[src/rtl/serial_alu_seq_pkg.sv]
// rtl/serial_alu_seq_pkg.sv - shared op/state encodings and default width for the bit-serial ALU
package serial_alu_seq_pkg;

    localparam int DEFAULT_WIDTH = 16;

    typedef enum logic [1:0] {
        OP_ADDA = 2'b00,
        OP_SUBA = 2'b01,
        OP_ADDL = 2'b10,
        OP_SUBL = 2'b11
    } op_e;

    typedef enum logic [1:0] {
        ST_IDLE = 2'b00,
        ST_RUN  = 2'b01,
        ST_DONE = 2'b10
    } state_e;

endpackage

[src/rtl/serial_alu_seq_fa.sv]
// rtl/serial_alu_seq_fa.sv - 1-bit full adder cell shared across all bit positions
module fa (
    input  logic a,
    input  logic b,
    input  logic cin,
    output logic s,
    output logic cout
);

    assign s    = a ^ b ^ cin;
    assign cout = (a & b) | (a & cin) | (b & cin);

endmodule

[src/rtl/serial_alu_seq.sv]
// rtl/serial_alu_seq.sv - bit-serial add/subtract sequencer producing result and OF/SF/ZF
module serial_alu_seq
    import serial_alu_seq_pkg::*;
#(
    parameter int WIDTH = DEFAULT_WIDTH
) (
    input  logic             clk,
    input  logic             rst,
    input  logic             start,
    input  logic [1:0]       op,
    input  logic [WIDTH-1:0] a,
    input  logic [WIDTH-1:0] b,
    output logic             busy,
    output logic             done,
    output logic [WIDTH-1:0] result,
    output logic             of,
    output logic             sf,
    output logic             zf
);

    localparam int                CNT_W    = (WIDTH > 1) ? $clog2(WIDTH) : 1;
    localparam logic [CNT_W-1:0] CNT_LAST = CNT_W'(WIDTH - 1);

    state_e             state_q, state_d;
    op_e                op_q, op_d;
    logic [WIDTH-1:0]   sreg_a_q, sreg_a_d;
    logic [WIDTH-1:0]   sreg_b_q, sreg_b_d;
    logic [WIDTH-1:0]   sreg_r_q, sreg_r_d;
    logic               carry_q, carry_d;
    logic [CNT_W-1:0]   cnt_q, cnt_d;
    logic [WIDTH-1:0]   result_q, result_d;
    logic               of_q, of_d;
    logic               sf_q, sf_d;
    logic               zf_q, zf_d;

    logic               fa_s;
    logic               fa_cout;
    logic [WIDTH-1:0]   sum_shifted;

    // The single adder sees the current LSBs of both operand shift registers.
    fa fa0 (
        .a    (sreg_a_q[0]),
        .b    (sreg_b_q[0]),
        .cin  (carry_q),
        .s    (fa_s),
        .cout (fa_cout)
    );

    // Sum bit enters at the MSB; after WIDTH shifts the LSB of the result sits at bit 0.
    assign sum_shifted = {fa_s, sreg_r_q[WIDTH-1:1]};

    // Next-state, datapath update and flag computation.
    always_comb begin
        state_d  = state_q;
        op_d     = op_q;
        sreg_a_d = sreg_a_q;
        sreg_b_d = sreg_b_q;
        sreg_r_d = sreg_r_q;
        carry_d  = carry_q;
        cnt_d    = cnt_q;
        result_d = result_q;
        of_d     = of_q;
        sf_d     = sf_q;
        zf_d     = zf_q;

        case (state_q)
            ST_IDLE: begin
                if (start) begin
                    op_d     = op_e'(op);
                    sreg_a_d = a;
                    // Subtraction is A + ~B + 1: invert B and preload the carry.
                    sreg_b_d = op[0] ? ~b : b;
                    carry_d  = op[0];
                    sreg_r_d = '0;
                    cnt_d    = '0;
                    state_d  = ST_RUN;
                end
            end
            ST_RUN: begin
                sreg_r_d = sum_shifted;
                sreg_a_d = sreg_a_q >> 1;
                sreg_b_d = sreg_b_q >> 1;
                carry_d  = fa_cout;
                cnt_d    = cnt_q + CNT_W'(1);
                if (cnt_q == CNT_LAST) begin
                    state_d  = ST_DONE;
                    result_d = sum_shifted;
                    sf_d     = fa_s;
                    zf_d     = (sum_shifted == '0);
                    // carry_q here is the carry into the MSB, fa_cout the carry out.
                    case (op_q)
                        OP_ADDA, OP_SUBA: of_d = carry_q ^ fa_cout;
                        OP_ADDL:          of_d = fa_cout;
                        OP_SUBL:          of_d = ~fa_cout;
                        default:          of_d = 1'b0;
                    endcase
                end
            end
            ST_DONE: begin
                state_d = ST_IDLE;
            end
            default: begin
                state_d = ST_IDLE;
            end
        endcase
    end

    // State and datapath registers; reset aborts any operation in flight.
    always_ff @(posedge clk) begin
        if (rst) begin
            state_q  <= ST_IDLE;
            op_q     <= OP_ADDA;
            sreg_a_q <= '0;
            sreg_b_q <= '0;
            sreg_r_q <= '0;
            carry_q  <= 1'b0;
            cnt_q    <= '0;
            result_q <= '0;
            of_q     <= 1'b0;
            sf_q     <= 1'b0;
            zf_q     <= 1'b0;
        end else begin
            state_q  <= state_d;
            op_q     <= op_d;
            sreg_a_q <= sreg_a_d;
            sreg_b_q <= sreg_b_d;
            sreg_r_q <= sreg_r_d;
            carry_q  <= carry_d;
            cnt_q    <= cnt_d;
            result_q <= result_d;
            of_q     <= of_d;
            sf_q     <= sf_d;
            zf_q     <= zf_d;
        end
    end

    assign busy   = (state_q != ST_IDLE);
    assign done   = (state_q == ST_DONE);
    assign result = result_q;
    assign of     = of_q;
    assign sf     = sf_q;
    assign zf     = zf_q;

endmodule

[config.mk]
export PLATFORM = sky130hd
export DESIGN_NAME = serial_alu_seq
export DESIGN_NICKNAME = d
export VERILOG_FILES = /design/src/rtl/serial_alu_seq_pkg.sv /design/src/rtl/serial_alu_seq_fa.sv /design/src/rtl/serial_alu_seq.sv
export SDC_FILE = /design/constraint.sdc
export NUM_CORES = 1
export LEC_CHECK = 0
export CORE_MARGIN = 2
export CORE_UTILIZATION = 46
export CTS_CLUSTER_SIZE = 12
export DETAILED_ROUTE_END_ITERATION = 8
export PLACE_DENSITY = 0.72
export SETUP_SLACK_MARGIN = 0.1
export SYNTH_ARGS = -nofsm -noshare
export SYNTH_HDL_FRONTEND = slang
export SYNTH_SLANG_ARGS = --single-unit
[constraint.sdc]
create_clock -name clk -period 1.4 [get_ports clk]
set_input_delay 0.28 -clock clk [delete_from_list [all_inputs] [get_ports clk]]
set_output_delay 0.28 -clock clk [all_outputs]
set_load 0.05 [all_outputs]
==> results.json <==
{
  "final_cells": 540,
  "drive_gt1_frac": 0.475,
  "grt_first_pass_wirelength_um": 12700,
  "top_layer": "met4",
  "grt_max_degree": 40,
  "min-delay-start": "rst",
  "htree_levels": 3,
  "wl_um": 11100,
  "placed_area_um2": 4090,
  "synth_area_per_cell_um2": 8.48,
  "insertion_delay_ns": 0.36,
  "io_buffers": 57,
  "path_clk_slew_ns": 0.07,
  "cts_root_buffer": "clkbuf_8",
  "slew_violations": 0,
  "max_cap_viol_count": 0,
  "cts_tree": "done",
  "status": "finished with violations",
  "vdd_ir_drop_max_v": 0.000706,
  "tightest_slew_ns": 0.439,
  "crit_type": "reg -> out",
  "setup_viol": 45,
  "cpPeakStageDelay_ns": 0.34,
  "r2r-start": "state_q[0]",
  "clk_path_buf_depth": 2,
  "vias_per_cell": 6.16,
  "path_max_fanout": 3,
  "rows": 29,
  "wl_per_cell_um": 20.6,
  "r2r_slack_ns": -0.09,
  "area_delta_synth_final_pct": 75.3,
  "yosysWarnings": 0,
  "min_delay_path_depth": 2,
  "gr-total-overflow": 0,
  "gp_congestion": 0.821,
  "num_antenna_cells": 0,
  "nNetsFinal": 497,
  "cts_buffers": 9,
  "die_w_um": 85.9,
  "dp_cells": 490,
  "cp_top_family": "flip-flops",
  "ys_seq_area_frac": 0.480,
  "required_ns": 1.12,
  "track_usage": 0.216,
  "final.setup.tns_ns": -1.37,
  "failed_checks": "negative setup slack",
  "cts_hold_buf": 0,
  "cp_slowest_cell": "dfxtp_2",
  "n_fill_cell": 328,
  "max_freq_mhz": 667,
  "syn_area_um2": 3090,
  "synth_nets": 403,
  "drtIter0Drc": 230,
  "cp-end-kind": "output port",
  "timing.rr.end": "sreg_b_q[5]",
  "setup_ws_ns": -0.0990,
  "path_depth": 3,
  "ios": 58,
  "first_pass_iters": 5,
  "synth.ff_latch_count": 74,
  "cp_num_buf_inv": 2,
  "leakagePower_nw": 1.90,
  "cp_cell_sequence": "buf_6, or2_4, buf_12",
  "post-route-cell-area_um2": 5410,
  "worstHoldEndpoint": "sreg_a_q[15]",
  "ff2ff_path_depth": 7,
  "cp.arrival_ns": 1.22,
  "die_area_um2": 7380,
  "fin_skew_ns": 0.00904,
  "antenna_found_initial": 0,
  "synthDistinctLibCells": 35,
  "max_slew_margin": 0.704,
  "min_period_ns": 1.50,
  "clock-sinks": 74,
  "met1_length_um": 3960,
  "hp-class": "in -> reg",
  "initial_core_util": 0.481,
  "period_share": 1.07,
  "hpwl_um": 4880,
  "hold_violations": 0,
  "die_y_um": 85.9,
  "wl_met3_um": 723,
  "power_density_nw_per_um2": 939,
  "grt_pass1_vias": 2757,
  "finalHoldWorstSlack_ns": 0.320,
  "rsz0062_at_grt": "yes",
  "num_vias": 3329,
  "ant_nets": 0,
  "met2_length_um": 5850,
  "synthCells": 364,
  "drc": 0,
  "core_area_um2": 6420,
  "start_kind": "flop"
}
## synth_stat cells (all sizes together)
library cell | count | area (µm²)
dfxtp | 74 | 1480
a21oi | 69 | 345
nand2 | 48 | 180
nand3 | 35 | 175
a22oi | 25 | 188
buf | 22 | 123
xor2 | 16 | 140
o21ai | 15 | 75.1
clkbuf | 13 | 48.8
nor2 | 7 | 26.3
inv | 6 | 22.5
nand2b | 4 | 25.0
nor4 | 3 | 18.8
o221a | 3 | 33.8
a2111oi | 2 | 17.5
a311oi | 2 | 17.5
mux2i | 2 | 20.0
nor2b | 2 | 12.5
a211oi | 1 | 7.51
a31oi | 1 | 6.26
a41o | 1 | 10.0
and3 | 1 | 6.26
and4b | 1 | 10.0
fa | 1 | 20.0
ha | 1 | 12.5
nor3 | 1 | 5.00
nor3b | 1 | 7.51
o211ai | 1 | 7.51
o21a | 1 | 7.51
o21bai | 1 | 7.51
or2 | 1 | 6.26
or3 | 1 | 6.26
or3b | 1 | 8.76
xnor2 | 1 | 8.76
## layout by cell type, fill, tap and decap left out, types with 2 or more instances in the layout
master / instances
a22oi_1: 4
nand2_4: 4
nor2_1: 7
clkdlybuf4s50_1: 34
buf_6: 19
clkbuf_16: 8
inv_2: 2
or3b_4: 2
dfxtp_1: 66
clkbuf_8: 11
nand2b_1: 3
buf_4: 19
a21oi_1: 36
inv_1: 4
clkinvlp_4: 2
buf_8: 3
nand3_4: 3
nand3_1: 8
a22oi_2: 21
dfxtp_2: 8
nand2_1: 33
a21oi_2: 33
o221a_4: 3
nand3_2: 24
o21ai_0: 13
nand2_2: 11
o21ai_1: 2
nor4_1: 3
mux2i_1: 2
buf_12: 30
xor2_1: 16
## power breakdown
| group | switching, mW | total (mW) | internal [mW] |
|---|---|---|---|
| logic | 0.525 | 1.08 | 0.559 |
| registers | 0.0663 | 2.26 | 2.19 |
| clock network | 0.827 | 1.75 | 0.919 |
## per-layer routing
metal	vias up	track usage
li1	1480	-
met5	-	0
met2	192	0.357
met3	55	0.0510
met4	0	0.0938
met1	1602	0.269
## worst max path at each step
| stage | from | end | slack [ns] |
|---|---|---|---|
| 2_1_floorplan | sreg_a_q[0] | zf | 0.11 |
| 3_3_place_gp | start | sreg_r_q[5] | -0.35 |
| 3_5_place_dp | start | sreg_r_q[4] | -0.38 |
| 4_1_cts | state_q[0] | busy | -0.08 |
| 5_1_grt | state_q[1] | sreg_b_q[5] | -0.14 |
| 6_report | state_q[0] | busy | -0.1 |
## kinds of logic after synthesis
group,Yosys count,synth area share
adder cells (fa/ha/maj),2,0.0105
XOR/XNOR,17,0.0482
buffers and inverters,41,0.0628
AO/OA/AOI/OAI,122,0.234
AND/OR/NAND/NOR,106,0.158
flip-flops,74,0.480
multiplexers,2,0.00648
## final cells by class
type / count / area, µm² / area share
Clock buffer: 12 / 155 / 0.0287
Clock inverter: 4 / 50.0 / 0.00924
Inverter: 6 / 22.5 / 0.00416
Multi-Input combinational cell: 250 / 1980 / 0.365
Sequential cell: 74 / 1490 / 0.275
Tap cell: 77 / 96.3 / 0.0178
Timing Repair Buffer: 117 / 1620 / 0.299
## through the flow
step | setup slack [ns] | power [mW] | utilization
after floorplan | 0.106 | 2.62 | -
after global placement | -0.355 | 2.88 | 0.636
after detailed placement | -0.377 | 2.89 | 0.636
after CTS | -0.0822 | 4.66 | 0.696
after global routing | -0.141 | 5.22 | 0.843
final | -0.0990 | 5.09 | 0.843
## state kept, by name (all words and copies together), names as in the netlist
| register | cells |
|---|---|
| result | 16 |
| sreg_a_q | 16 |
| sreg_b_q | 16 |
| carry_q | 1 |
| cnt_q | 4 |
| op_q | 2 |
| of | 1 |
| sreg_r_q | 15 |
| zf | 1 |
| state_q | 2 |
## what timing repair did
| action | in CTS | in global routing |
|---|---|---|
| gates cloned | 3 | 13 |
| resized for setup | 28 | 135 |
| endpoints found under the setup margin | 46 | 75 |
| pin swaps | 5 | 53 |
| buffers inserted | 4 | 14 |
Note: power is estimated with default switching activity, not from simulation.
